[config.mk]
export PLATFORM = sky130hd
export DESIGN_NAME = matmul_mem_arbiter_flat
export DESIGN_NICKNAME = d
export VERILOG_FILES = /design/src/rtl/matmul_pkg.sv /design/src/rtl/matmul_mem_arbiter_if.sv /design/src/rtl/matmul_arb_starve_cnt.sv /design/src/rtl/matmul_mem_arbiter.sv /design/src/flat_wrapper.sv
export SDC_FILE = /design/constraint.sdc
export NUM_CORES = 1
export LEC_CHECK = 0
export CORE_AREA = 2 2 81 83
export CTS_CLUSTER_DIAMETER = 150
export DETAILED_ROUTE_END_ITERATION = 12
export DIE_AREA = 0 0 83 85
export PLACE_DENSITY = 0.76
export REMOVE_ABC_BUFFERS = 1
export SLEW_MARGIN = 10
export SYNTH_ARGS = -nofsm -noshare
export SYNTH_HDL_FRONTEND = slang
export SYNTH_SLANG_ARGS = --single-unit
[constraint.sdc]
create_clock -name clk_i -period 1.7 [get_ports clk_i]
set_clock_uncertainty 0.05 [all_clocks]
set_input_delay 0.17 -clock clk_i [delete_from_list [all_inputs] [get_ports clk_i]]
set_output_delay 0.17 -clock clk_i [all_outputs]
set_load 0.01 [all_outputs]
[src/rtl/matmul_pkg.sv]
// Shared types for the matmul memory arbiter: ownership and FSM state enums,
// plus the strobe-width helper used by the interface and the arbiter.
package matmul_pkg;

    typedef enum logic [1:0] {
        OWN_NONE = 2'd0,
        OWN_APB  = 2'd1,
        OWN_CALC = 2'd2
    } owner_e;

    typedef enum logic [1:0] {
        ST_IDLE     = 2'd0,
        ST_OWN_APB  = 2'd1,
        ST_OWN_CALC = 2'd2
    } arb_state_e;

    // One strobe bit per element lane on the data bus.
    function automatic int max_dim(input int bus_width, input int data_width);
        return bus_width / data_width;
    endfunction

endpackage

[src/rtl/matmul_mem_arbiter_if.sv]
// Bus bundle between the two requesters (APB host, calc engine), the arbiter
// and the register file port. The slave modport is the arbiter's view.
interface matmul_mem_arbiter_if #(
    parameter int DATA_WIDTH = 8,
    parameter int BUS_WIDTH  = 16,
    parameter int ADDR_WIDTH = 32
);
    import matmul_pkg::*;
    localparam int MAX_DIM = max_dim(BUS_WIDTH, DATA_WIDTH);

    // Handshake: a requester raises req and holds it (with we/addr/wdata) until it
    // sees gnt; one beat transfers in every cycle where req && gnt. A read beat
    // returns its data one cycle later, qualified by that requester's rvalid.
    logic                  apb_req_i;
    logic                  apb_we_i;
    logic [ADDR_WIDTH-1:0] apb_addr_i;
    logic [BUS_WIDTH-1:0]  apb_wdata_i;
    logic [MAX_DIM-1:0]    apb_strb_i;
    logic                  apb_gnt_o;
    logic                  apb_rvalid_o;
    logic [BUS_WIDTH-1:0]  apb_rdata_o;

    logic                  calc_req_i;
    logic                  calc_we_i;
    logic [ADDR_WIDTH-1:0] calc_addr_i;
    logic [BUS_WIDTH-1:0]  calc_wdata_i;
    logic                  calc_lock_i;
    logic                  calc_gnt_o;
    logic                  calc_rvalid_o;
    logic [BUS_WIDTH-1:0]  calc_rdata_o;

    logic [ADDR_WIDTH-1:0] mem_addr_o;
    logic [BUS_WIDTH-1:0]  mem_wdata_o;
    logic                  mem_we_o;
    logic [MAX_DIM-1:0]    mem_strb_o;
    logic [BUS_WIDTH-1:0]  mem_rdata_i;

    modport slave (
        input  apb_req_i, apb_we_i, apb_addr_i, apb_wdata_i, apb_strb_i,
        output apb_gnt_o, apb_rvalid_o, apb_rdata_o,
        input  calc_req_i, calc_we_i, calc_addr_i, calc_wdata_i, calc_lock_i,
        output calc_gnt_o, calc_rvalid_o, calc_rdata_o,
        output mem_addr_o, mem_wdata_o, mem_we_o, mem_strb_o,
        input  mem_rdata_i
    );

    modport master (
        output apb_req_i, apb_we_i, apb_addr_i, apb_wdata_i, apb_strb_i,
        input  apb_gnt_o, apb_rvalid_o, apb_rdata_o,
        output calc_req_i, calc_we_i, calc_addr_i, calc_wdata_i, calc_lock_i,
        input  calc_gnt_o, calc_rvalid_o, calc_rdata_o,
        input  mem_addr_o, mem_wdata_o, mem_we_o, mem_strb_o,
        output mem_rdata_i
    );

endinterface

[src/rtl/matmul_arb_starve_cnt.sv]
// Saturating wait counter for the APB side of the arbiter; clear wins over
// increment, and at_limit_o flags that the APB side has waited long enough.
module matmul_arb_starve_cnt #(
    parameter int LIMIT = 4
) (
    input  logic clk_i,
    input  logic rst_i,
    input  logic clr_i,
    input  logic inc_i,
    output logic at_limit_o
);
    localparam int W = $clog2(LIMIT + 1);
    localparam logic [W-1:0] LIMIT_C = W'(LIMIT);

    logic [W-1:0] cnt_q;

    always_ff @(posedge clk_i) begin
        if (rst_i || clr_i) begin
            cnt_q <= '0;
        end else if (inc_i && (cnt_q != LIMIT_C)) begin
            cnt_q <= cnt_q + 1'b1;
        end
    end

    assign at_limit_o = (cnt_q == LIMIT_C);

endmodule

[src/rtl/matmul_mem_arbiter.sv]
// Arbiter for the single register-file port shared by the APB host and the calc
// engine. Define MATMUL_ARB_RR_EN for round-robin on simultaneous requests.
module matmul_mem_arbiter
    import matmul_pkg::*;
#(
    parameter int DATA_WIDTH   = 8,
    parameter int BUS_WIDTH    = 16,
    parameter int ADDR_WIDTH   = 32,
    parameter int STARVE_LIMIT = 4
) (
    input  logic                 clk_i,
    input  logic                 rst_i,
    matmul_mem_arbiter_if.slave  bus,
    output logic                 busy_o,
    output arb_state_e           state_o
);
    localparam int MAX_DIM = max_dim(BUS_WIDTH, DATA_WIDTH);

    arb_state_e state_q, state_d;
    owner_e     rd_owner_q;
    logic       busy_q;
    logic       apb_gnt, calc_gnt;
    logic       at_limit, starve_clr, starve_inc;

    logic [ADDR_WIDTH-1:0] mux_addr;
    logic [BUS_WIDTH-1:0]  mux_wdata;
    logic [MAX_DIM-1:0]    mux_strb;
    logic                  mux_we;

`ifdef MATMUL_ARB_RR_EN
    owner_e last_owner_q;
`endif

    assign apb_gnt  = (state_q == ST_OWN_APB)  && bus.apb_req_i;
    assign calc_gnt = (state_q == ST_OWN_CALC) && bus.calc_req_i;

    always_comb begin
        state_d = state_q;
        case (state_q)
            ST_IDLE: begin
`ifdef MATMUL_ARB_RR_EN
                if (bus.calc_req_i && bus.apb_req_i) begin
                    state_d = (last_owner_q == OWN_CALC) ? ST_OWN_APB : ST_OWN_CALC;
                end else if (bus.calc_req_i) begin
                    state_d = ST_OWN_CALC;
                end else if (bus.apb_req_i) begin
                    state_d = ST_OWN_APB;
                end
`else
                if (bus.calc_req_i) begin
                    state_d = ST_OWN_CALC;
                end else if (bus.apb_req_i) begin
                    state_d = ST_OWN_APB;
                end
`endif
            end
            ST_OWN_CALC: begin
                // A held lock defers both the voluntary release and the forced handover.
                if (!bus.calc_lock_i && ((!bus.calc_req_i && bus.apb_req_i) || at_limit)) begin
                    state_d = ST_OWN_APB;
                end else if (!bus.calc_lock_i && !bus.calc_req_i && !bus.apb_req_i) begin
                    state_d = ST_IDLE;
                end
            end
            ST_OWN_APB: begin
                if (!bus.apb_req_i) begin
                    state_d = bus.calc_req_i ? ST_OWN_CALC : ST_IDLE;
                end
            end
            default: state_d = ST_IDLE;
        endcase
    end

    assign starve_inc = (state_q == ST_OWN_CALC) && bus.apb_req_i;
    assign starve_clr = !bus.apb_req_i ||
                        ((state_d == ST_OWN_APB) && (state_q != ST_OWN_APB));

    matmul_arb_starve_cnt #(
        .LIMIT (STARVE_LIMIT)
    ) u_starve_cnt (
        .clk_i      (clk_i),
        .rst_i      (rst_i),
        .clr_i      (starve_clr),
        .inc_i      (starve_inc),
        .at_limit_o (at_limit)
    );

    always_ff @(posedge clk_i) begin
        if (rst_i) begin
            state_q    <= ST_IDLE;
            busy_q     <= 1'b0;
            rd_owner_q <= OWN_NONE;
        end else begin
            state_q <= state_d;
            busy_q  <= (state_d != ST_IDLE);
            if (apb_gnt && !bus.apb_we_i) begin
                rd_owner_q <= OWN_APB;
            end else if (calc_gnt && !bus.calc_we_i) begin
                rd_owner_q <= OWN_CALC;
            end else begin
                rd_owner_q <= OWN_NONE;
            end
        end
    end

`ifdef MATMUL_ARB_RR_EN
    always_ff @(posedge clk_i) begin
        if (rst_i) begin
            last_owner_q <= OWN_CALC;
        end else if (state_q == ST_OWN_APB) begin
            last_owner_q <= OWN_APB;
        end else if (state_q == ST_OWN_CALC) begin
            last_owner_q <= OWN_CALC;
        end
    end
`endif

    always_comb begin
        mux_addr  = '0;
        mux_wdata = '0;
        mux_strb  = '0;
        mux_we    = 1'b0;
        if (calc_gnt) begin
            mux_addr  = bus.calc_addr_i;
            mux_wdata = bus.calc_wdata_i;
            mux_strb  = '1;
            mux_we    = bus.calc_we_i;
        end else if (apb_gnt) begin
            mux_addr  = bus.apb_addr_i;
            mux_wdata = bus.apb_wdata_i;
            mux_strb  = bus.apb_strb_i;
            mux_we    = bus.apb_we_i;
        end
    end

    assign bus.apb_gnt_o   = apb_gnt;
    assign bus.calc_gnt_o  = calc_gnt;
    assign bus.mem_addr_o  = mux_addr;
    assign bus.mem_wdata_o = mux_wdata;
    assign bus.mem_strb_o  = mux_strb;
    assign bus.mem_we_o    = mux_we;

    // Read return is masked while reset is asserted so a read in flight is dropped.
    assign bus.apb_rvalid_o  = (rd_owner_q == OWN_APB)  && !rst_i;
    assign bus.calc_rvalid_o = (rd_owner_q == OWN_CALC) && !rst_i;
    assign bus.apb_rdata_o   = bus.apb_rvalid_o  ? bus.mem_rdata_i : '0;
    assign bus.calc_rdata_o  = bus.calc_rvalid_o ? bus.mem_rdata_i : '0;

    assign busy_o  = busy_q;
    assign state_o = state_q;

endmodule

[src/flat_wrapper.sv]
// flat-port wrapper written by rule: the top's interface ports become plain ports
module matmul_mem_arbiter_flat import matmul_pkg::*;
#(
    parameter int DATA_WIDTH   = 8,
    parameter int BUS_WIDTH    = 16,
    parameter int ADDR_WIDTH   = 32,
    parameter int STARVE_LIMIT = 4
)
  (clk_i, rst_i, busy_o, state_o, bus_apb_req_i, bus_apb_we_i, bus_apb_addr_i, bus_apb_wdata_i, bus_apb_strb_i, bus_apb_gnt_o, bus_apb_rvalid_o, bus_apb_rdata_o, bus_calc_req_i, bus_calc_we_i, bus_calc_addr_i, bus_calc_wdata_i, bus_calc_lock_i, bus_calc_gnt_o, bus_calc_rvalid_o, bus_calc_rdata_o, bus_mem_addr_o, bus_mem_wdata_o, bus_mem_we_o, bus_mem_strb_o, bus_mem_rdata_i);
  matmul_mem_arbiter_if #(.DATA_WIDTH(DATA_WIDTH), .BUS_WIDTH(BUS_WIDTH), .ADDR_WIDTH(ADDR_WIDTH)) bus_i ();
  input  logic clk_i;
  input  logic rst_i;
  output logic busy_o;
  output arb_state_e state_o;
  input wire logic [$bits(bus_i.apb_req_i)-1:0] bus_apb_req_i;
  input wire logic [$bits(bus_i.apb_we_i)-1:0] bus_apb_we_i;
  input wire logic [$bits(bus_i.apb_addr_i)-1:0] bus_apb_addr_i;
  input wire logic [$bits(bus_i.apb_wdata_i)-1:0] bus_apb_wdata_i;
  input wire logic [$bits(bus_i.apb_strb_i)-1:0] bus_apb_strb_i;
  output wire logic [$bits(bus_i.apb_gnt_o)-1:0] bus_apb_gnt_o;
  output wire logic [$bits(bus_i.apb_rvalid_o)-1:0] bus_apb_rvalid_o;
  output wire logic [$bits(bus_i.apb_rdata_o)-1:0] bus_apb_rdata_o;
  input wire logic [$bits(bus_i.calc_req_i)-1:0] bus_calc_req_i;
  input wire logic [$bits(bus_i.calc_we_i)-1:0] bus_calc_we_i;
  input wire logic [$bits(bus_i.calc_addr_i)-1:0] bus_calc_addr_i;
  input wire logic [$bits(bus_i.calc_wdata_i)-1:0] bus_calc_wdata_i;
  input wire logic [$bits(bus_i.calc_lock_i)-1:0] bus_calc_lock_i;
  output wire logic [$bits(bus_i.calc_gnt_o)-1:0] bus_calc_gnt_o;
  output wire logic [$bits(bus_i.calc_rvalid_o)-1:0] bus_calc_rvalid_o;
  output wire logic [$bits(bus_i.calc_rdata_o)-1:0] bus_calc_rdata_o;
  output wire logic [$bits(bus_i.mem_addr_o)-1:0] bus_mem_addr_o;
  output wire logic [$bits(bus_i.mem_wdata_o)-1:0] bus_mem_wdata_o;
  output wire logic [$bits(bus_i.mem_we_o)-1:0] bus_mem_we_o;
  output wire logic [$bits(bus_i.mem_strb_o)-1:0] bus_mem_strb_o;
  input wire logic [$bits(bus_i.mem_rdata_i)-1:0] bus_mem_rdata_i;
  assign bus_i.apb_req_i = bus_apb_req_i;
  assign bus_i.apb_we_i = bus_apb_we_i;
  assign bus_i.apb_addr_i = bus_apb_addr_i;
  assign bus_i.apb_wdata_i = bus_apb_wdata_i;
  assign bus_i.apb_strb_i = bus_apb_strb_i;
  assign bus_apb_gnt_o = bus_i.apb_gnt_o;
  assign bus_apb_rvalid_o = bus_i.apb_rvalid_o;
  assign bus_apb_rdata_o = bus_i.apb_rdata_o;
  assign bus_i.calc_req_i = bus_calc_req_i;
  assign bus_i.calc_we_i = bus_calc_we_i;
  assign bus_i.calc_addr_i = bus_calc_addr_i;
  assign bus_i.calc_wdata_i = bus_calc_wdata_i;
  assign bus_i.calc_lock_i = bus_calc_lock_i;
  assign bus_calc_gnt_o = bus_i.calc_gnt_o;
  assign bus_calc_rvalid_o = bus_i.calc_rvalid_o;
  assign bus_calc_rdata_o = bus_i.calc_rdata_o;
  assign bus_mem_addr_o = bus_i.mem_addr_o;
  assign bus_mem_wdata_o = bus_i.mem_wdata_o;
  assign bus_mem_we_o = bus_i.mem_we_o;
  assign bus_mem_strb_o = bus_i.mem_strb_o;
  assign bus_i.mem_rdata_i = bus_mem_rdata_i;
  matmul_mem_arbiter #(.DATA_WIDTH(DATA_WIDTH), .BUS_WIDTH(BUS_WIDTH), .ADDR_WIDTH(ADDR_WIDTH), .STARVE_LIMIT(STARVE_LIMIT)) u_core (.clk_i(clk_i), .rst_i(rst_i), .bus(bus_i), .busy_o(busy_o), .state_o(state_o));
endmodule
==> results.json, run 1 <==
{
  "outcome": "finished, final reports clean",
  "max_clock_freq_mhz": 589,
  "start_util": 0.191,
  "fin_crit_ns": 1.70,
  "whs_ns": 0.443,
  "fillers": 591,
  "crit_arrival_ns": 1.48,
  "drive_gt1_frac": 0.272,
  "drt_iter0_markers": 83,
  "r2r_setup_slack_ns": 0.13,
  "reg2reg_from": "u_core.u_starve_cnt.cnt_q[0]",
  "diodes": 0,
  "coreArea_mm2": 0.00620,
  "ant_nets": 0,
  "viasPerCell": 4.60,
  "hpwl_mm": 6.23,
  "root_buffer": "clkbuf_8",
  "crit_type": "flip-flop to primary output",
  "ff2ff_path_depth": 5,
  "synth_seq_cells": 8,
  "rsz0062_at_grt": "true",
  "reg2reg_to": "u_core.u_starve_cnt.cnt_q[0]",
  "gr-total-overflow": 0,
  "crit_end": "bus_mem_addr_o[31]",
  "rows": 29,
  "clk_pin_slew_worst_paths_ns": 0.04,
  "crit_path_end_kind": "primary output",
  "route.detailed.wl_per_inst_um": 17.2,
  "ys_types": 34,
  "final_area_mm2": 0.00350,
  "critPathMaxFanout": 6,
  "ir_drop_v": 0.000197,
  "drv_slew": 0,
  "p_per_area_mw_per_mm2": 318,
  "num_io_pins": 211,
  "synth_top_area_frac": 0.361,
  "post-route-drc-count": 0,
  "critPathLaunch": "u_core.state_o[0]",
  "syn_area_mm2": 0.00119,
  "slowest_stage": "dfxtp_2",
  "final_cells": 452,
  "synthTopCellsByArea": "a22o_1, and2_1, dfxtp_1",
  "cellLeakagePower_nw": 1.70,
  "synth_top_cell_by_area": "a22o_1",
  "htree_levels": 1,
  "totalWireLength_mm": 7.77,
  "postPlaceCellArea_mm2": 0.00345,
  "vias": 2077,
  "grt_pass1_wl_mm": 11.2,
  "clock_path_buffers": 2,
  "cp.required_ns": 1.48,
  "die_width_um": 83,
  "ctsHoldBuffers": 0,
  "post-route-period-util": 1.00,
  "clock_sinks": 8,
  "critical-path-max-stage-delay_ns": 0.35,
  "firstDrtPassIters": 4,
  "syn2layout_area_growth_pct": 195,
  "cp-start-kind": "flip-flop",
  "yosysWarnings": 0,
  "hold_class": "primary input to flip-flop",
  "crit_family": "buffers and inverters",
  "grtUsageTotal": 0.201,
  "final_nets": 500,
  "die_h_um": 85,
  "cts_buffers": 3,
  "relSlewSlack": 0.746,
  "place_congestion": 0.797,
  "cp_cell_sequence": "and3b_2 > buf_6 > clkbuf_16 > a22o_1 > buf_2",
  "tightest_slew_ns": 0.372,
  "placedCellCount": 432,
  "grt_pass1_vias": 2101,
  "setup_viol": 0,
  "clkLatencyLatePin_ns": 0.23,
  "antenna_found_initial": 0,
  "netlist_instances": 144,
  "grt_max_degree": 23,
  "avgSynthCellArea_um2": 8.25,
  "critical_path_depth": 5,
  "yosysSeqAreaShare": 0.135,
  "finalHoldViolCount": 0,
  "cp_num_buf_inv": 3,
  "cts_tree": "done",
  "portBuffers": 210,
  "dieArea_mm2": 0.00706,
  "drv_cap": 0
}
-- synthesized netlist by cell type --
cell and instances:
a2111oi_0 1, a211o_1 1, a211oi_1 3, a21boi_0 1, a21o_1 2, a21oi_1 1
a221oi_2 1, a22o_1 49, a31oi_1 2, and2_1 32, and2_2 1, and2b_1 1
and3_1 1, and3b_1 2, buf_2 8, buf_4 1, buf_6 5, clkbuf_1 1
dfxtp_1 8, ha_1 2, inv_1 4, inv_2 1, nand2_1 1, nand2b_1 2
nand3b_1 1, nand4_1 1, nor2_1 1, nor3b_1 2, nor3b_2 2, nor4_1 1
o211ai_1 1, o21ai_0 2, o311ai_0 1, or3_1 1
-- area by class of cell --
type	instances	area, µm²	area share
clock buffers	3	41.3	0.0118
flip-flops and latches	8	164	0.0468
well taps	77	96.3	0.0275
multi-input cells	116	922	0.263
inverters	5	18.8	0.00536
repair buffers	243	2260	0.645
-- sequential cells by signal, summed over array words and instances, names as in the netlist --
register / cells
u_core.u_starve_cnt.cnt_q: 3
u_core.state_o: 2
u_core.rd_owner_q: 2
u_core.busy_o: 1
-- where the power goes --
| part | switching (W) | internal, W | leakage, nW |
|---|---|---|---|
| Clock | 0.0000724 | 0.000153 | 0.0216 |
| Combinational | 0.000233 | 0.000454 | 1.61 |
| Sequential | 0.00000539 | 0.000197 | 0.0664 |
-- cell usage in the layout, fill, tap and decap left out, types with 3 or more instances in the layout --
cell               n
clkdlybuf4s50_1  120
a22o_1            48
buf_2             43
and2_1            32
buf_4             25
dlygate4sd2_1     25
clkdlybuf4s15_1   10
buf_6              6
dfxtp_1            5
inv_1              4
buf_12             4
a211oi_1           3
clkbuf_8           3
clkdlybuf4s15_2    3
dfxtp_2            3
-- metal layers --
layer / share of wire / global-route usage / routed length (µm) / vias up
li1: - / - / - / 1024
met1: 0.37 / 0.221 / 2910 / 923
met2: 0.52 / 0.378 / 4060 / 120
met3: 0.081 / 0.0554 / 629 / 10
met4: 0.022 / 0.0581 / 170 / 0
met5: 0 / 0 / 0 / -
-- stage by stage --
| stage | TNS [ns] | total power [W] | util | setup WS [ns] |
|---|---|---|---|---|
| after detailed placement | -25.58 | 0.000888 | 0.556 | -0.413 |
| after CTS | -0.126 | 0.00111 | 0.554 | -0.112 |
| after global routing | -1.60 | 0.00117 | 0.564 | -0.0549 |
| final | 0 | 0.00111 | 0.564 | 0.000793 |
| after floorplan | -21.30 | 0.000370 | - | -0.401 |
| after global placement | -24.23 | 0.000882 | 0.556 | -0.400 |
-- how the worst min path moves through the flow --
| stage | cells past startpoint | startpoint | end |
|---|---|---|---|
| final | 4 | bus_calc_req_i | u_core.rd_owner_q[1] |
| after global placement | 1 | u_core.u_starve_cnt.cnt_q[2] | u_core.u_starve_cnt.cnt_q[2] |
| after global routing | 4 | bus_calc_req_i | u_core.rd_owner_q[1] |
| after floorplan | 1 | rst_i | u_core.state_o[0] |
| after CTS | 4 | bus_calc_req_i | u_core.rd_owner_q[1] |
| after detailed placement | 1 | u_core.u_starve_cnt.cnt_q[2] | u_core.u_starve_cnt.cnt_q[2] |
-- worst min-delay path, stage by stage --
cell and delay (ns):
dlygate4sd2_1 0.24, buf_4 0.14, inv_1 0.06, nor4_1 0.05
-- timing repair --
item,in CTS,in global routing
gates cloned,5,1
setup buffers,10,1
endpoints found under the setup margin,87,58
resized for setup,259,22
pin swaps,4,5
-- logic make-up (layout without fill, tap and decap cells) --
kind of cell | after synthesis | in the layout | share of synthesized area
compound gates | 65 | 65 | 0.464
simple gates | 49 | 49 | 0.274
buf+inv | 20 | 251 | 0.106
flops | 8 | 8 | 0.135
fa+ha+maj | 2 | 2 | 0.0211
(Power assumes the default switching activity.)
==> inputs of run 2 (changes only) <==
--- a/config.mk
+++ b/config.mk
@@ -5,11 +5,12 @@
 export SDC_FILE = /design/constraint.sdc
 export NUM_CORES = 1
 export LEC_CHECK = 0
-export CORE_AREA = 2 2 81 83
+export ABC_AREA = 1
+export CORE_AREA = 2 2 83 85
 export CTS_CLUSTER_DIAMETER = 150
 export DETAILED_ROUTE_END_ITERATION = 12
-export DIE_AREA = 0 0 83 85
-export PLACE_DENSITY = 0.76
+export DIE_AREA = 0 0 85 87
+export PLACE_DENSITY = 0.74
 export REMOVE_ABC_BUFFERS = 1
 export SLEW_MARGIN = 10
 export SYNTH_ARGS = -nofsm -noshare
==> run 2 against run 1 <==
  * Fmax up 3.3%
  * Clock power about the same
  * Clock-buffer cell count unchanged
  * Global-route usage up 3.1 points
  * Critical endpoint is now bus_mem_wdata_o[8]
  * Highest routed layer is now met5
==> results.json, run 2 <==
{
  "reg2reg_from": "u_core.u_starve_cnt.cnt_q[0]",
  "cp.required_ns": 1.48,
  "grtUsageTotal": 0.232,
  "hpwl_mm": 7.46,
  "cellLeakagePower_nw": 1.91,
  "drv_cap": 0,
  "yosysWarnings": 0,
  "most-common-layout-cells": "clkdlybuf4s50_1, a22o_1, dlygate4sd2_1",
  "syn2layout_area_growth_pct": 187,
  "gr-total-overflow": 0,
  "yosysMostFrequentCell": "a22o_1",
  "clkLatencyLatePin_ns": 0.23,
  "largest_register_ffs": 3,
  "post-route-period-util": 0.967,
  "post-route-drc-count": 0,
  "crit_arrival_ns": 1.42,
  "combPwrFrac": 0.624,
  "place_congestion": 0.895,
  "power.internal_w": 0.000800,
  "outcome": "finished, final reports clean",
  "rsz0062_at_grt": "false",
  "ys_types": 20,
  "ant_nets": 0,
  "die_width_um": 85,
  "critical-path-max-stage-delay_ns": 0.37,
  "firstDrtPassIters": 5,
  "async_flop_share": 0,
  "critPathLaunch": "u_core.state_o[0]",
  "crit_path_end_kind": "primary output",
  "grt_pass1_wl_mm": 13.0,
  "htree_levels": 1,
  "fin_crit_ns": 1.64,
  "cts_buffers": 3,
  "die_h_um": 87,
  "hold_class": "primary input to flip-flop",
  "cts_tree": "done",
  "vias": 2229,
  "avgSynthCellArea_um2": 6.79,
  "drive_gt1_frac": 0.222,
  "total_power_w": 0.00114,
  "finalHoldViolCount": 0,
  "holdPathEnd": "u_core.busy_o",
  "drv_slew": 0,
  "viasPerCell": 4.56,
  "grt_pass1_vias": 2184,
  "r2r_setup_slack_ns": 0.38,
  "tightest_slew_ns": 0.254,
  "dieArea_mm2": 0.00740,
  "min_from": "bus_calc_req_i",
  "grt_max_degree": 18,
  "critPathMaxFanout": 12,
  "totalWireLength_mm": 9.19,
  "swShare": 0.300,
  "yosysSeqAreaShare": 0.130,
  "setup_viol": 0,
  "rows": 30,
  "drt_iter0_markers": 72,
  "final_cells": 489,
  "power_frac_seq": 0.179,
  "synth_edf_count": 0,
  "antenna_found_initial": 2,
  "root_buffer": "clkbuf_8",
  "diodes": 0,
  "start_util": 0.187,
  "synth_top_area_frac": 0.342,
  "power.share.clock": 0.197,
  "ir_drop_v": 0.000376,
  "coreArea_mm2": 0.00657,
  "ff2ff_path_depth": 10,
  "final_core_util": 0.538,
  "crit_type": "flip-flop to primary output",
  "switchingPower_w": 0.000343,
  "ctsHoldBuffers": 0,
  "reg2reg_to": "u_core.u_starve_cnt.cnt_q[2]",
  "clock_path_buffers": 2,
  "crit_path_frequent_cell": "buf_6",
  "layout_commonest_cell": "clkdlybuf4s50_1",
  "setup_tns_ns": 0,
  "placedCellCount": 475,
  "top_register": "u_core.u_starve_cnt.cnt_q",
  "min_path_cells": 5,
  "synth_flop_cell": "dfxtp_1",
  "portBuffers": 210,
  "cp-start-kind": "flip-flop",
  "clock_sinks": 8,
  "synthTopCellsByArea": "a22o_1, dfxtp_1, nor2_1",
  "final_nets": 534,
  "synthTopCellsByCount": "a22o_1, nor2_1, inv_1, nand2_1, buf_6",
  "max_clock_freq_mhz": 608,
  "slowest_stage": "dfxtp_4",
  "p_per_area_mw_per_mm2": 324,
  "netlist_instances": 181,
  "relSlewSlack": 0.830,
  "route.detailed.wl_per_inst_um": 18.8,
  "clk_pin_slew_worst_paths_ns": 0.04,
  "num_io_pins": 211,
  "synth_top_cell_by_area": "a22o_1",
  "synth_seq_cells": 8,
  "cp_cell_sequence": "inv_2 > nand2_4 > nor2_8 > buf_6 > buf_12 > a22o_1 > buf_6",
  "syn_area_mm2": 0.00123
}
## run 2: changes by cell type in the layout (fill, tap and decap cells not counted), sizes merged, moves of 3 or more
cell,delta
a211oi,-3
and2,-33
buf,-14
clkdlybuf4s15,-13
dlygate4sd2,+22
inv,+28
nand2,+26
nand3,+6
nor2,+38
nor3,+3
nor3b,-4
## run 2: metrics by stage
step | hold WS, ns | setup slack, ns | cell area (µm²)
floorplan | 0.189 | 0.200 | 1100
global placement | 0.472 | -0.368 | 3480
detailed placement | 0.487 | -0.362 | 3480
CTS | 0.343 | -0.0719 | 3510
global route | 0.363 | 0.00233 | 3530
finish | 0.325 | 0.0555 | 3530
## run 2: worst max-delay path by stage
stage	end	slack, ns
after CTS	bus_mem_addr_o[8]	-0.07
final	bus_mem_wdata_o[8]	0.06
after global placement	bus_mem_addr_o[8]	-0.37
after global routing	bus_calc_rvalid_o	0.002
after detailed placement	bus_mem_addr_o[8]	-0.36
after floorplan	bus_mem_addr_o[0]	0.20
## run 2: layout make-up
type,count,area [µm²]
Timing Repair Buffer,237,2260
Multi-Input combinational cell,128,836
Tap cell,80,100
Clock buffer,3,41.3
Inverter,33,129
Fill cell,633,3040
Sequential cell,8,169
## run 2: power groups by stage
stage,registers (W),clock network (W),logic (W)
global route,0.000206,0.000244,0.000756
global placement,0.000207,0,0.000703
floorplan,0.000210,0,0.000181
CTS,0.000205,0.000232,0.000713
finish,0.000205,0.000225,0.000713
detailed placement,0.000207,0,0.000706
## run 2: cell families after synthesis
kind of cell | count (synthesis) | share of synthesized area
AO/OA/AOI/OAI | 49 | 0.346
buffers and inverters | 45 | 0.208
AND/OR/NAND/NOR | 76 | 0.288
XOR/XNOR | 1 | 0.00713
flip-flops | 8 | 0.130
adder cells (fa/ha/maj) | 2 | 0.0204
## run 2: per-layer routing
| layer | wire [µm] | GRT usage |
|---|---|---|
| met1 | 3820 | 0.301 |
| met2 | 4330 | 0.389 |
| met3 | 916 | 0.0692 |
| met4 | 99 | 0.0346 |
| met5 | 27 | 0 |
## run 2: worst max-delay path, delay by kind of cell, from the launching register on
| kind | cells | cell delay, ns |
|---|---|---|
| DFF | 1 | 0.37 |
| and+or+nand+nor | 2 | 0.12 |
| AOI/OAI and AO/OA | 1 | 0.25 |
| buffers and inverters | 4 | 0.45 |
## run 2: what timing repair did
item | in CTS | in global routing
buffers inserted | 7 | 0
endpoints found under the hold margin | 0 | 0
pin swaps | 6 | 5
gates resized for setup | 226 | 11
gates cloned | 4 | 1
setup endpoints to repair | 87 | 17
